$ cat src/rtl/msync_lock.sv
// msync_lock: peak-period acquisition, tracking and bit demodulation for m-sequence correlation scores.
// Optional stats outputs (bit_count, loss_count) are built when MSYNC_STATS_EN is defined.
module msync_lock #(
  parameter int PERIOD    = 31,
  parameter int HI_TH     = 58,
  parameter int LO_TH     = 4,
  parameter int CONFIRM_N = 3,
  parameter int MISS_MAX  = 2,
  parameter int CNT_W     = 5
) (
  input  logic        clk,
  input  logic        rst_n,
  input  logic [7:0]  corr,
  input  logic        corr_en,
  output logic        bit_out,
  output logic        bit_valid,
  output logic        locked,
  output logic [1:0]  state,
`ifdef MSYNC_STATS_EN
  output logic [15:0] bit_count,
  output logic [15:0] loss_count,
`endif
  output logic [1:0]  miss_cnt
);

  localparam int CF_W = $clog2(CONFIRM_N + 1);

  localparam logic [7:0]       HI      = 8'(HI_TH);
  localparam logic [7:0]       LO      = 8'(LO_TH);
  localparam logic [CNT_W-1:0] P_LAST  = CNT_W'(PERIOD - 1);
  localparam logic [CF_W-1:0]  CF_LAST = CF_W'(CONFIRM_N - 1);
  localparam logic [1:0]       MS_LAST = 2'(MISS_MAX - 1);

  typedef enum logic [1:0] {
    SEARCH = 2'd0,
    VERIFY = 2'd1,
    LOCK   = 2'd2
  } st_t;

  st_t              st;
  logic [CNT_W-1:0] phase;
  logic [CNT_W-1:0] phase_nx;
  logic [CF_W-1:0]  confirm;

  logic pos;
  logic neg;
  logic peak;
  logic expected;
  logic bit_hit;
  logic loss_hit;

  always_comb begin
    pos      = (corr >= HI);
    neg      = (corr <= LO);
    peak     = pos | neg;
    expected = (phase == P_LAST);
    phase_nx = expected ? '0 : phase + CNT_W'(1);
  end

  // Qualified lock-state events, shared by the FSM and the stats counters
  always_comb begin
    bit_hit  = corr_en && (st == LOCK) && expected && peak;
    loss_hit = corr_en && (st == LOCK) && expected && !peak
               && (miss_cnt == MS_LAST);
  end

  assign state = st;

  always_ff @(posedge clk or negedge rst_n) begin
    if (!rst_n) begin
      st        <= SEARCH;
      phase     <= '0;
      confirm   <= '0;
      miss_cnt  <= '0;
      bit_out   <= 1'b0;
      bit_valid <= 1'b0;
      locked    <= 1'b0;
    end else begin
      bit_valid <= 1'b0;
      if (corr_en) begin
        unique case (st)
          SEARCH: begin
            phase <= '0;
            if (peak) begin
              st      <= VERIFY;
              confirm <= CF_W'(1);
            end
          end
          VERIFY: begin
            phase <= phase_nx;
            if (expected) begin
              if (!peak) begin
                st      <= SEARCH;
                confirm <= '0;
                phase   <= '0;
              end else if (confirm == CF_LAST) begin
                st       <= LOCK;
                locked   <= 1'b1;
                miss_cnt <= '0;
                confirm  <= '0;
              end else begin
                confirm <= confirm + CF_W'(1);
              end
            end
          end
          LOCK: begin
            phase <= phase_nx;
            if (expected) begin
              if (peak) begin
                bit_valid <= 1'b1;
                bit_out   <= pos;
                miss_cnt  <= '0;
              end else if (miss_cnt == MS_LAST) begin
                st       <= SEARCH;
                locked   <= 1'b0;
                miss_cnt <= '0;
                phase    <= '0;
              end else begin
                miss_cnt <= miss_cnt + 2'd1;
              end
            end
          end
          default: begin
            st       <= SEARCH;
            phase    <= '0;
            confirm  <= '0;
            miss_cnt <= '0;
            locked   <= 1'b0;
          end
        endcase
      end
    end
  end

`ifdef MSYNC_STATS_EN
  always_ff @(posedge clk or negedge rst_n) begin
    if (!rst_n) begin
      bit_count  <= '0;
      loss_count <= '0;
    end else begin
      if (bit_hit && (bit_count != 16'hFFFF))
        bit_count <= bit_count + 16'd1;
      if (loss_hit && (loss_count != 16'hFFFF))
        loss_count <= loss_count + 16'd1;
    end
  end
`else
  logic unused_ev;
  assign unused_ev = bit_hit ^ loss_hit;
`endif

endmodule

$ cat config.mk
export PLATFORM = sky130hd
export DESIGN_NAME = msync_lock
export DESIGN_NICKNAME = d
export VERILOG_FILES = /design/src/rtl/msync_lock.sv
export SDC_FILE = /design/constraint.sdc
export NUM_CORES = 1
export LEC_CHECK = 0
export ABC_AREA = 1
export CAP_MARGIN = 0
export CORE_UTILIZATION = 52
export CTS_BUF_LIST = sky130_fd_sc_hd__clkbuf_2
export DETAILED_ROUTE_END_ITERATION = 16
export GPL_ROUTABILITY_DRIVEN = 0
export GPL_TIMING_DRIVEN = 0
export PLACE_DENSITY_LB_ADDON = 0.25
export RECOVER_POWER = 50
export SLEW_MARGIN = 20
export SYNTH_ARGS = -nofsm -noshare
export SYNTH_HDL_FRONTEND = slang
export SYNTH_SLANG_ARGS = --single-unit
$ cat constraint.sdc
create_clock -name clk -period 2.5 [get_ports clk]
set_input_delay 0.5 -clock clk [delete_from_list [all_inputs] [get_ports clk]]
set_output_delay 0.5 -clock clk [all_outputs]
set_load 0.02 [all_outputs]
==> flow_summary.yaml <==
placement:
  io_buffers: 16
  pre_cts_slack_ns: 0.597
  place_inst: 155
  dpl.hpwl_um: 1420
pwr:
  powerDensity_nw_per_um2: 871
  peakVddDrop_mv: 0.479
  power.leakage_uw: 0.000560
  power.total_uw: 944
timing:
  setup_viol: 0
  worstMarginPinSlew_ns: 0.651
  setup_ws_ns: 0.689
  hold_violations: 0
  final.setup_skew_ns: 0.00804
  fin_tns_setup_ns: 0
  grt_setup_unrepaired: "false"
  fin_crit_sh_pct: 72.4
  finalMaxSlewViolations: 0
  max-slew-margin-rel_pct: 56.5
  fmax_mhz: 552
  period_needed_ns: 1.81
cells_and_area:
  layout_commonest_cell: "nand2_1"
  syn_to_final_growth_pct: 20.6
  utilization_pct: 69.5
  drive_gt1_share_pct: 9.86
  diodes: 0
  final_cells: 158
  nets: 160
  fill_cells: 126
  final_cell_mix: "nand2_1 (25), inv_1 (23), nor2_1 (15), clkdlybuf4s50_1 (15), dfrtp_1 (14)"
critical_path:
  endpoint_kind: "output port"
  cpPeakStageDelay_ns: 0.62
  critical_path_class: "reg2out"
  cpMaxStageDelayCell: "clkdlybuf4s50_1"
  path_buf_inv: 1
  cp_top_family: "buffers and inverters"
  crit_path_start_kind: "register"
  r2r_cells: 8
  crit_chain: "clkdlybuf4s50_1"
  required_ns: 2.00
  crit_cells: 1
  worstPathArrival_ns: 1.31
  crit_fanout: 4
logic_synthesis:
  yosysSeqAreaShare_pct: 39.0
  synth_cells: 123
  yosysTopAreaCellShare_pct: 39.0
  yosys_warnings: 0
  synth.cell_area_um2: 898
  syn_avg_cell_area_um2: 7.30
  synth_area_leaders: "dfrtp_1 (39%), nand2_1 (10%), inv_1 (9.6%)"
  synth_fp_nets: 139
  synth.distinct_cells: 20
  yosysTopAreaCell: "dfrtp_1"
  ys_ff_latch: 14
cts:
  hold_buffers: 0
  clockBufferDepth: 2
  cts_tree: "done"
  ctsResizeCount: 0
  clk_pin_slew_worst_paths_ns: 0.13
  htree_levels: 1
  clk_latency_ns: 0.28
  cts_root_buf: "clkbuf_2"
  cts_sinks: 14
  numCtsBuffers: 3
  postCtsSetupRepairBufs: 0
floorplanning:
  ios: 18
  start_util_pct: 57.6
  die-area_um2: 1900
  die_w_um: 43.6
  die_y_um: 43.6
  rows: 14
  coreArea_um2: 1560
grt:
  grt_pass1_wl_um: 3250
  grt_max_degree: 15
  grt_pass1_vias: 768
  grtUsageTotal_pct: 23.1
  antenna_found_initial: 0
  grt_overflow_total: 0
status:
  status: "complete, no violations"
route:
  wire_per_inst_um: 11.4
  vias_per_cell: 5.22
  drt-met1-wl_um: 853
  drt-initial-drc-count: 16
  drc: 0
  wl_met3_um: 51
  vias: 824
  wl_um: 1810
  top_layer: "met4"
  first_pass_iters: 4
  detail-route-antenna-nets: 0
  wl_met2_um: 854
min_path:
  whs_path_depth: 2
  worstHoldPathType: "reg2reg"
flow_run:
  max_cap_violations: 0
Yosys cell counts, drive strengths merged:
| master | number |
|---|---|
| nand3 | 10 |
| a21oi | 8 |
| dfrtp | 14 |
| o21ai | 7 |
| nand2 | 29 |
| buf | 1 |
| nand4 | 1 |
| nor3 | 3 |
| ha | 5 |
| nor2 | 18 |
| inv | 24 |
| xor2 | 3 |
worst paths after layout:
check / start / endpoint / slack, ns
max in group asynchronous: rst_n / phase[0] / 1.41
setup reg to reg: state[0] / miss_cnt[0] / 0.91
hold / removal: locked / locked / 0.51
hold reg to reg: locked / locked / 0.51
min in group asynchronous: rst_n / confirm[1] / 0.67
setup / recovery: state[1] / state[1] / 0.69
tightest hold or removal path: stages (launching register included):
cell     delay (ns)
dfrtp_1        0.37
o21ai_1        0.06
nand2_1        0.05
cells by family (layout without fill, tap and decap cells):
family / after synthesis / after routing / synth area share [%]
and+or+nand+nor: 61 / 61 / 31.8
buffers and inverters: 25 / 44 / 10.6
AOI/OAI and AO/OA: 15 / 15 / 8.77
DFF: 14 / 14 / 39.0
adders and majority gates: 5 / 5 / 6.96
xor gates and xnor gates: 3 / 3 / 2.93
layer usage:
metal / up-vias / GRT usage, %
li1: 422 / -
met1: 381 / 30.4
met2: 14 / 37.9
met3: 7 / 2.50
met4: 0 / 11.3
met5: - / 0
sequential cells by signal (all words and copies together), names as in the netlist:
name and count:
locked 1, state 2, bit_out 1, phase 5, miss_cnt 2, confirm 2
bit_valid 1
metrics by stage:
step	hold WS (ns)	area, um^2
2_1_floorplan	0.204	898
3_3_place_gp	0.469	1080
3_5_place_dp	0.481	1080
4_1_cts	0.513	1090
5_1_grt	0.540	1080
6_report	0.509	1080
report_power, final:
part           leakage (uW)  total, uW  switching, uW  internal (uW)
registers          0.000178        336           48.9            287
logic              0.000370        506            306            200
clock network     0.0000125        102           69.5           32.7
total              0.000560        944            425            519
cell type report:
class	instances	area (um^2)	area share (%)
Clock buffer	3	15.0	1.39
Timing Repair Buffer	16	160	14.8
Sequential cell	14	350	32.3
Buffer	1	5.00	0.462
Tap cell	16	20.0	1.85
Inverter	24	90.1	8.31
Multi-Input combinational cell	84	443	40.9
Note: power is estimated with default switching activity, not from simulation.
